File: config.mk
export PLATFORM = sky130hd
export DESIGN_NAME = dds_param_ctrl
export DESIGN_NICKNAME = d
export VERILOG_FILES = /design/src/rtl/dds_pkg.sv /design/src/rtl/dds_sweep_tick.sv /design/src/rtl/dds_param_ctrl.sv
export SDC_FILE = /design/constraint.sdc
export NUM_CORES = 1
export LEC_CHECK = 0
export ABC_CLOCK_PERIOD_IN_PS = 3000
export BUFFER_PORTS_ARGS = -buffer_cell sky130_fd_sc_hd__buf_2
export CORE_ASPECT_RATIO = 1.75
export CORE_MARGIN = 3
export CORE_UTILIZATION = 53
export CTS_BUF_LIST = sky130_fd_sc_hd__clkbuf_4 sky130_fd_sc_hd__clkbuf_8 sky130_fd_sc_hd__clkbuf_16
export CTS_CLUSTER_DIAMETER = 150
export DETAILED_ROUTE_END_ITERATION = 8
export GPL_ROUTABILITY_DRIVEN = 0
export GPL_TIMING_DRIVEN = 0
export MAX_ROUTING_LAYER = met4
export PLACE_DENSITY = 0.79
export SYNTH_ARGS = -nofsm -noshare
export SYNTH_HDL_FRONTEND = slang
export SYNTH_SLANG_ARGS = --single-unit
File: constraint.sdc
create_clock -name sys_clk -period 3 [get_ports sys_clk]
set_clock_uncertainty 0.2 [all_clocks]
set_input_delay 0.3 -clock sys_clk [delete_from_list [all_inputs] [get_ports sys_clk]]
set_output_delay 0.3 -clock sys_clk [all_outputs]
set_load 0.01 [all_outputs]
File: src/rtl/dds_pkg.sv
`timescale 1ns/1ps
// dds_pkg: wave codes, FSM encoding, event indices and default tuning limits
// shared by the DDS parameter controller (sweep option: DDS_SWEEP_EN).
package dds_pkg;

    localparam logic [3:0] WAVE_SIN = 4'b0001;
    localparam logic [3:0] WAVE_SQU = 4'b0010;
    localparam logic [3:0] WAVE_TRI = 4'b0100;
    localparam logic [3:0] WAVE_SAW = 4'b1000;

    typedef enum logic [1:0] {
        ST_IDLE  = 2'd0,
        ST_APPLY = 2'd1,
        ST_OFFER = 2'd2
    } dds_state_t;

    // Pending-bit index doubles as the service priority (lowest index first).
    localparam logic [1:0] EV_WAVE  = 2'd0;
    localparam logic [1:0] EV_FUP   = 2'd1;
    localparam logic [1:0] EV_FDN   = 2'd2;
    localparam logic [1:0] EV_PHASE = 2'd3;

    localparam logic [31:0] DFLT_FW_STEP   = 32'd85_899;
    localparam logic [31:0] DFLT_FW_MIN    = 32'd85_899;
    localparam logic [31:0] DFLT_FW_MAX    = 32'd8_589_900;
    localparam logic [23:0] DFLT_SWEEP_DIV = 24'd4_999_999;

    function automatic logic [1:0] pick_event(input logic [3:0] pend);
        if (pend[EV_WAVE])     return EV_WAVE;
        else if (pend[EV_FUP]) return EV_FUP;
        else if (pend[EV_FDN]) return EV_FDN;
        else                   return EV_PHASE;
    endfunction

endpackage

File: src/rtl/dds_sweep_tick.sv
`timescale 1ns/1ps
// dds_sweep_tick: down-counting divider that pulses tick every DIV+1 enabled
// cycles; only instantiated when DDS_SWEEP_EN is defined.
module dds_sweep_tick
    import dds_pkg::*;
#(
    parameter int unsigned      DIV_W = 24,
    parameter logic [DIV_W-1:0] DIV   = DFLT_SWEEP_DIV
) (
    input  logic sys_clk,
    input  logic sys_rst,
    input  logic en,
    output logic tick
);

    logic [DIV_W-1:0] cnt;

    always_ff @(posedge sys_clk) begin
        if (sys_rst || !en) begin
            cnt <= DIV;
        end else if (cnt == '0) begin
            cnt <= DIV;
        end else begin
            cnt <= cnt - 1'b1;
        end
    end

    assign tick = en && (cnt == '0);

endmodule

File: src/rtl/dds_param_ctrl.sv
`timescale 1ns/1ps
// dds_param_ctrl: serialises key events into committed DDS parameter sets.
// Optional frequency sweep generator enabled by defining DDS_SWEEP_EN.
//
// state    | meaning
// ST_IDLE  | wait for a pending event, latch the highest-priority one
// ST_APPLY | update the shadow register for the latched event, clear its bit
// ST_OFFER | cfg_valid high, outputs frozen until cfg_ready
module dds_param_ctrl
    import dds_pkg::*;
#(
`ifdef DDS_SWEEP_EN
    parameter logic [23:0]     SWEEP_DIV = DFLT_SWEEP_DIV,
`endif
    parameter int unsigned     FW_W    = 32,
    parameter int unsigned     PH_W    = 12,
    parameter logic [FW_W-1:0] FW_STEP = DFLT_FW_STEP,
    parameter logic [FW_W-1:0] FW_MIN  = DFLT_FW_MIN,
    parameter logic [FW_W-1:0] FW_MAX  = DFLT_FW_MAX
) (
`ifdef DDS_SWEEP_EN
    input  logic            sweep_on,
`endif
    input  logic            sys_clk,
    input  logic            sys_rst,
    input  logic            evt_wave,
    input  logic            evt_fup,
    input  logic            evt_fdn,
    input  logic            evt_phase,
    output logic [3:0]      wave_select,
    output logic [FW_W-1:0] freq_word,
    output logic [PH_W-1:0] phase_word,
    output logic            cfg_valid,
    input  logic            cfg_ready,
    output logic            busy
);

    localparam logic [PH_W-1:0] PH_QTR = PH_W'(1) << (PH_W - 2);

    dds_state_t      state, state_nxt;
    logic [1:0]      sel, sel_nxt;
    logic [3:0]      pend, pend_set, pend_clr;
    logic            sweep_tick, sweep_wrap;
    logic [FW_W:0]   fup_sum, fdn_floor;
    logic [FW_W-1:0] fup_res, fdn_res;

`ifdef DDS_SWEEP_EN
    logic sweep_src;

    dds_sweep_tick #(.DIV_W(24), .DIV(SWEEP_DIV)) u_sweep_tick (
        .sys_clk (sys_clk),
        .sys_rst (sys_rst),
        .en      (sweep_on),
        .tick    (sweep_tick)
    );

    // A key fup merged into a pending sweep fup takes the saturating path.
    always_ff @(posedge sys_clk) begin
        if (sys_rst) begin
            sweep_src <= 1'b0;
        end else if (evt_fup) begin
            sweep_src <= 1'b0;
        end else if (sweep_tick) begin
            sweep_src <= 1'b1;
        end else if (state == ST_APPLY && sel == EV_FUP) begin
            sweep_src <= 1'b0;
        end
    end

    assign sweep_wrap = sweep_src;
`else
    assign sweep_tick = 1'b0;
    assign sweep_wrap = 1'b0;
`endif

    assign pend_set = {evt_phase, evt_fdn, evt_fup | sweep_tick, evt_wave};

    always_ff @(posedge sys_clk) begin
        if (sys_rst) begin
            pend  <= '0;
            state <= ST_IDLE;
            sel   <= EV_WAVE;
        end else begin
            pend  <= (pend & ~pend_clr) | pend_set;
            state <= state_nxt;
            sel   <= sel_nxt;
        end
    end

    always_comb begin
        state_nxt = state;
        sel_nxt   = sel;
        pend_clr  = '0;
        case (state)
            ST_IDLE: begin
                if (|pend) begin
                    sel_nxt   = pick_event(pend);
                    state_nxt = ST_APPLY;
                end
            end
            ST_APPLY: begin
                pend_clr[sel] = 1'b1;
                state_nxt     = ST_OFFER;
            end
            ST_OFFER: begin
                if (cfg_ready) state_nxt = ST_IDLE;
            end
            default: state_nxt = ST_IDLE;
        endcase
    end

    always_comb begin
        fup_sum   = {1'b0, freq_word} + {1'b0, FW_STEP};
        fdn_floor = {1'b0, FW_MIN} + {1'b0, FW_STEP};
        fup_res   = fup_sum[FW_W-1:0];
        if (fup_sum > {1'b0, FW_MAX}) fup_res = sweep_wrap ? FW_MIN : FW_MAX;
        fdn_res = ({1'b0, freq_word} < fdn_floor) ? FW_MIN : freq_word - FW_STEP;
    end

    always_ff @(posedge sys_clk) begin
        if (sys_rst) begin
            wave_select <= WAVE_SIN;
            freq_word   <= FW_MIN;
            phase_word  <= '0;
        end else if (state == ST_APPLY) begin
            case (sel)
                EV_WAVE:  wave_select <= {wave_select[2:0], wave_select[3]};
                EV_FUP:   freq_word   <= fup_res;
                EV_FDN:   freq_word   <= fdn_res;
                default:  phase_word  <= phase_word + PH_QTR;
            endcase
        end
    end

    assign cfg_valid = (state == ST_OFFER);
    assign busy      = (state != ST_IDLE) || (|pend);

endmodule

==> results.md, run 1 <==
- Startpoint Class: flip-flop
- Min Tclk post-route: 3.39 ns
- Yosys warning count: 0
- Final Cycle Share: 1.13
- DR pass1 iterations: 8
- Initial antenna violation count: 0
- Grt ovf: 0
- Status: finished with violations
- DP Worst Slack: -0.754 ns
- Num CTS Buffers: 5
- First-pass GRT wire length: 25900 um
- Per-cell routed wire length: 24.3 um
- Peak supply drop: 0.000437 V
- Ports: 57
- Cts hold-fix bufs: 0
- FP Rows: 41
- CP Data Required Time: 2.99 ns
- Clock sinks: 46
- Vias in the first global route: 4842
- Final core utilization: 0.752
- Instance count of the mapped netlist: 573
- Final setup viols: 28
- Post-route insts no fill: 762
- Crit-path max FO: 6
- CTS max path bufs: 2
- Initial Util: 0.548
- DIE AREA: 8650 sq um
- Power density over the cells: 415 nW/um^2
- Syn avg cell area: 6.97 sq um
- Placed Area: 4380 sq um
- CP endpoint kind: flip-flop
- Top_reg_cell synth: dfxtp_1
- Vias per cell: 7.35
- FILL cells: 499
- Cell taking the most area after synthesis: dfxtp_1
- Top cells by area, synth: dfxtp_1, a21oi_1, o21ai_0
- Share of cells above drive strength 1: 0.351
- Async set or reset register ratio after synthesis: 0
- Ant diodes: 0
- Skew-Pair Late Insertion Delay: 0.30 ns
- R2r endpoint: freq_word[19]
- Synth-to-Final Area Change: 37.1%
- Post-detail-place hpwl: 10700 um
- Pin count of the biggest net entering global routing: 16
- Max-slew violations: 0
- CP startpoint: freq_word[12]
- Worst Hold Class: primary input to flip-flop
- Total number of H-tree levels: 2
- Die Wd: 71.6 um
- R2r worst-path depth: 13
- Arr. time, crit path: 3.38 ns
- Final instance area: 5480 sq um
- Lkg Pwr: 2.12 nW
- Synth top area share: 0.231
- Drt drc: 0
- DRT Wirelength: 18500 um
- Root buffer cell: clkbuf_16
- Final Hold Viols: 0
- R2R Setup Slk: -0.39 ns
- Min setup slack post-route: -0.387 ns
- End of the critical path: freq_word[19]
- Worst Setup Path Type: flip-flop to flip-flop
- Dpl cells: 714
- Mapped cell area: 3990 sq um
- Count of buffers from port buffering: 46
- Core area: 7280 sq um
- Worst-margin pin slew: 0.883 ns
- CTS tree: done
- Die Ht: 121 um
- Number of synthesized flops with an enable pin: 0
- DR vias: 5602
- Reg2Reg Launch Point: freq_word[12]
- Netlist cell types: 69
- Final ANT Viol Nets: 0
- Post-synthesis sequential area ratio: 0.231
- RSZ-0062 raised after global routing: true
- Total GRT Usage: 0.400
- Worst slew margin: 0.411
- Drt first-iter violations: 1089
- FF+latch count, synth: 46
- Reg clk slew, reported paths: 0.07 ns
- Layout Nets: 689
- Failing checks: negative setup slack
- Max_cap viols: 0
- F_max: 0.295 GHz
- Setup TNS: -7.52 ns
worst min path at each step:
stage | from | endpoint | slack, ns | cells after the start
4_1_cts | evt_fdn | pend[2] | 0.004 | 3
2_1_floorplan | evt_wave | pend[0] | 0.22 | 2
5_1_grt | evt_fdn | pend[2] | 0.01 | 3
3_5_place_dp | wave_select[2] | wave_select[2] | 0.26 | 2
6_report | evt_fup | pend[1] | 0.004 | 3
3_3_place_gp | wave_select[1] | wave_select[1] | 0.26 | 2
per-layer routing:
layer	routed length [um]	global-route usage
met5	0	-
met4	2310	0.289
met3	2320	0.110
met2	8450	0.643
met1	5460	0.410
registers in the layout, summed over array words and instances (netlist names):
signal and cells:
phase_word 2, pend 4, wave_select 4, freq_word 32, state 2, sel 2
logic make-up (layout without fill, tap and decap cells):
kind of cell	count (synthesis)	in the layout	share of synthesized area
muxes	3	3	0.00752
DFF	46	46	0.231
buffers and inverters	78	171	0.0899
and+or+nand+nor	226	227	0.288
AOI/OAI and AO/OA	198	198	0.331
adders and majority gates	7	7	0.0219
other	1	10	0.000939
xor gates and xnor gates	14	14	0.0307
Yosys cell counts, types with 11 or more instances:
cell type	count
nor3_1	28
a21oi_1	58
nand2_1	50
a31oi_1	13
buf_4	12
o21ai_0	43
clkbuf_1	36
nor2_1	57
xnor2_1	11
or3_1	12
dfxtp_1	46
nand3_1	17
nand4_1	16
inv_1	18
layout by cell type, fill, tap and decap left out, drive strengths merged, types with 3 or more instances in the layout:
cell type / n
nor3: 29
o21ai: 47
o31a: 3
clkbuf: 34
a21o: 6
and3: 5
nand4: 16
dfxtp: 46
mux2i: 3
o31ai: 7
o21a: 4
nand2b: 4
conb: 10
or4: 5
or2: 6
a311oi: 3
xnor2: 11
buf: 116
a2111oi: 4
nand3: 17
and2: 8
a31oi: 14
inv: 18
nor2b: 6
a211oi: 8
xor2: 3
ha: 7
or3: 12
nand2: 51
a21oi: 58
o22ai: 4
nor4: 6
a221oi: 3
nor2: 57
o211ai: 6
power by group:
group	switching, mW	total [mW]	leakage, nW	internal, mW
logic	0.632	0.977	1.67	0.345
registers	0.0638	0.715	0.375	0.651
clock network	0.269	0.579	0.0698	0.310
critical path, cell delays in order (launching register included):
cell and delay (ns):
dfxtp_1 0.43, and2_2 0.30, o21ai_2 0.15, a2111oi_4 0.32, buf_4 0.19, o21ai_1 0.13, xnor2_1 0.35, nand4_1 0.31
nand4_1 0.24, buf_6 0.15, buf_8 0.13, buf_6 0.12, o22ai_2 0.08, a21o_1 0.17
final cells by class:
class                   instances  area, sq um  share of cell area
flip-flops and latches         46          941               0.172
well taps                      86          108              0.0196
repair buffers                 96          657               0.120
plain buffers                  49          304              0.0555
multi-input cells             459         3250               0.594
clock inverters                 3         21.3             0.00388
inverters                      18         70.1              0.0128
clock buffers                   5          125              0.0228
what timing repair did:
item | CTS | global route
pin swaps | 25 | 35
gates cloned | 2 | 1
setup endpoints to repair | 32 | 32
gates resized for setup | 72 | 100
setup buffers | 22 | 26
metrics by stage:
| stage | power (mW) | hold WS (ns) |
|---|---|---|
| finish | 2.27 | 0.00443 |
| global route | 2.35 | 0.0111 |
| CTS | 2.07 | 0.00429 |
| detailed placement | 1.42 | 0.264 |
| global placement | 1.41 | 0.260 |
| floorplan | 1.20 | 0.217 |
Power figures use the tool's default switching activity.
==> run 2, diff against run 1 <==
--- a/config.mk
+++ b/config.mk
@@ -12,11 +12,13 @@
 export CORE_UTILIZATION = 53
 export CTS_BUF_LIST = sky130_fd_sc_hd__clkbuf_4 sky130_fd_sc_hd__clkbuf_8 sky130_fd_sc_hd__clkbuf_16
 export CTS_CLUSTER_DIAMETER = 150
+export CTS_CLUSTER_SIZE = 28
 export DETAILED_ROUTE_END_ITERATION = 8
 export GPL_ROUTABILITY_DRIVEN = 0
 export GPL_TIMING_DRIVEN = 0
 export MAX_ROUTING_LAYER = met4
 export PLACE_DENSITY = 0.79
+export SKIP_CTS_REPAIR_TIMING = 1
 export SYNTH_ARGS = -nofsm -noshare
 export SYNTH_HDL_FRONTEND = slang
 export SYNTH_SLANG_ARGS = --single-unit
==> run 2 against run 1 <==
  * The run still ends with negative setup slack left
  * Via count decreased by 7.8%
  * Sequential share of layout area increased by 0.94 points
  * Global-route usage decreased by 5.4 points
  * Final cell count decreased by 2.4%
  * Sequential power decreased by 0.7%
  * Worst setup slack improved by 0.023 ns
  * Largest power group unchanged
==> results.md, run 2 (synthesis results as in run 1) <==
- Status: finished with violations (unchanged)
- Failing checks: negative setup slack (unchanged)
- Min Tclk post-route: 3.36 ns (was 3.39 ns)
- Vias in the first global route: 4522 (was 4842)
- Num CTS Buffers: 5 (unchanged)
- Power density over the cells: 426 nW/um^2 (was 415 nW/um^2)
- Crit path max-delay cell type: dfxtp_2 (was dfxtp_1)
- Initial Util: 0.548 (unchanged)
- Pin count of the biggest net entering global routing: 16 (unchanged)
- Synth-to-Final Area Change: 29.5% (was 37.1%)
- FILL cells: 584 (was 499)
- Reg clk slew, reported paths: 0.07 ns (about the same)
- Reg area: 937 sq um (was 941 sq um)
- Drt first-iter violations: 906 (was 1089)
- Worst Path Buf+Inv: 4 (unchanged)
- Final core utilization: 0.710 (was 0.752)
- Biggest regs: freq_word (32), pend (4), wave_select (4) (unchanged)
- CP Data Required Time: 2.98 ns (was 2.99 ns)
- Total power: 2.20 mW (was 2.27 mW)
- Crit-path max FO: 9 (was 6)
- Count of buffers from port buffering: 46 (unchanged)
- Most frequent cells in the layout: a21oi_1, nor2_1, buf_2 (was nor2_1, a21oi_1, buf_4)
- Final Cycle Share: 1.12 (was 1.13)
- Die Ht: 121 um (unchanged)
- Drt drc: 0 (unchanged)
- Post-detail-place hpwl: 10700 um (unchanged)
- Ports: 57 (unchanged)
- Post-route insts no fill: 744 (was 762)
- DRT Wirelength: 16100 um (was 18500 um)
- Total number of H-tree levels: 2 (unchanged)
- CP endpoint kind: flip-flop (unchanged)
- First-pass GRT wire length: 22700 um (was 25900 um)
- Per-cell routed wire length: 21.6 um (was 24.3 um)
- Commonest non-fill, non-tap cell in the layout: a21oi_1 (was nor2_1)
- Multi-input gate area: 3140 sq um (was 3250 sq um)
- Hold slack: 0.00357 ns (was 0.00443 ns)
- Largest Register: freq_word (unchanged)
- DIE AREA: 8650 sq um (unchanged)
- Critical Path, Cell by Cell: buf_6 -> inv_1 -> ha_4 -> nor2b_4 -> o211ai_1 -> a221oi_2 -> o211ai_1 -> a31oi_1 -> nand4_1 -> nand4_1 -> buf_4 -> buf_6 -> a21oi_1 -> or3_1 (was and2_2 -> o21ai_2 -> a2111oi_4 -> buf_4 -> o21ai_1 -> xnor2_1 -> nand4_1 -> nand4_1 -> buf_6 -> buf_8 -> buf_6 -> o22ai_2 -> a21o_1)
- Max reg flops: 32 (unchanged)
- Final ANT Viol Nets: 0 (unchanged)
- DR vias: 5163 (was 5602)
- Ant diodes: 0 (unchanged)
- DP Worst Slack: -0.754 ns (unchanged)
- F_max: 0.297 GHz (was 0.295 GHz)
- Skew-Pair Late Insertion Delay: 0.30 ns (about the same)
- Startpoint Class: flip-flop (unchanged)
- Worst Hold Class: primary input to flip-flop (unchanged)
- Min setup slack post-route: -0.364 ns (was -0.387 ns)
- RSZ-0062 raised after global routing: true (unchanged)
- CP top delay family: simple AND/OR/NAND/NOR gates (unchanged)
- Vias per cell: 6.94 (was 7.35)
- Final Hold Viols: 0 (unchanged)
- Root buffer cell: clkbuf_16 (unchanged)
- Clock sinks: 46 (unchanged)
- DR pass1 iterations: 7 (was 8)
- Lkg Pwr: 2.02 nW (was 2.12 nW)
- Die Wd: 71.6 um (unchanged)
- CTS max path bufs: 2 (unchanged)
- Dpl cells: 714 (unchanged)
- Core area: 7280 sq um (unchanged)
- Total GRT Usage: 0.346 (was 0.400)
- Final setup viols: 26 (was 28)
- Initial antenna violation count: 0 (unchanged)
- CTS tree: done (unchanged)
- R2r worst-path depth: 14 (was 13)
- Peak supply drop: 0.000420 V (was 0.000437 V)
- Arr. time, crit path: 3.35 ns (was 3.38 ns)
- Share of cells above drive strength 1: 0.296 (was 0.351)
- Slowest stage delay, CP: 0.35 ns (was 0.43 ns)
- Hold Path Depth: 3 (unchanged)
- Worst Setup Path Type: flip-flop to flip-flop (unchanged)
- Worst slew margin: 0.487 (was 0.411)
- Layout Nets: 671 (was 689)
- FP Rows: 41 (unchanged)
- Max-slew violations: 0 (unchanged)
- Worst-margin pin slew: 0.770 ns (was 0.883 ns)
- Grt ovf: 0 (unchanged)
- CP Depth: 14 (was 13)
- Max_cap viols: 0 (unchanged)
==> run 2: cell count changes in the layout (fill, tap and decap cells not counted), moves of 3 or more <==
cell	previous run	this run
buf_4	52	39
dfxtp_2	13	7
dfxtp_1	32	37
clkbuf_2	5	9
nor3_1	20	24
o21ai_2	7	3
buf_12	3	0
nor3_2	5	2
o22ai_1	1	4
o22ai_2	3	0
==> run 2: power by group <==
group	internal [mW]	leakage, nW	switching [mW]	total [mW]
sequential	0.651	0.374	0.0598	0.710
combinational	0.327	1.57	0.591	0.918
clock	0.309	0.0698	0.266	0.575
total	1.29	2.02	0.917	2.20
==> run 2: per-layer routing <==
metal  global-route usage  vias up  part of all wire
met1                0.346     2315              0.32
met3               0.0541      143              0.10
met4                0.258        0             0.087
met5                    -        -                 0
met2                0.591      425              0.49
li1                     -     2280                 -
==> run 2: layout make-up <==
class / count / area share
well taps: 86 / 0.0208
flip-flops and latches: 46 / 0.181
clock buffers: 5 / 0.0242
clock inverters: 3 / 0.00411
plain buffers: 51 / 0.0576
inverters: 18 / 0.0131
multi-input cells: 458 / 0.607
repair buffers: 77 / 0.0917
==> run 2: metrics by stage <==
| step | TNS [ns] | area, sq um |
|---|---|---|
| 2_1_floorplan | -0.0103 | 4040 |
| 3_3_place_gp | -18.62 | 4380 |
| 3_5_place_dp | -19.89 | 4380 |
| 4_1_cts | -20.90 | 4530 |
| 5_1_grt | -8.68 | 5170 |
| 6_report | -5.17 | 5170 |
==> run 2: final timing paths <==
kind,from,endpoint,slack (ns)
max,freq_word[1],freq_word[8],-0.36
min,evt_fup,pend[1],0.004
max reg2reg,freq_word[1],freq_word[8],-0.36
min reg2reg,wave_select[2],wave_select[2],0.27
==> run 2: worst min-delay path, delay by kind of cell <==
| family | cells | cell delay, ns |
|---|---|---|
| simple gates | 1 | 0.06 |
| buf+inv | 1 | 0.08 |
| compound gates | 1 | 0.03 |
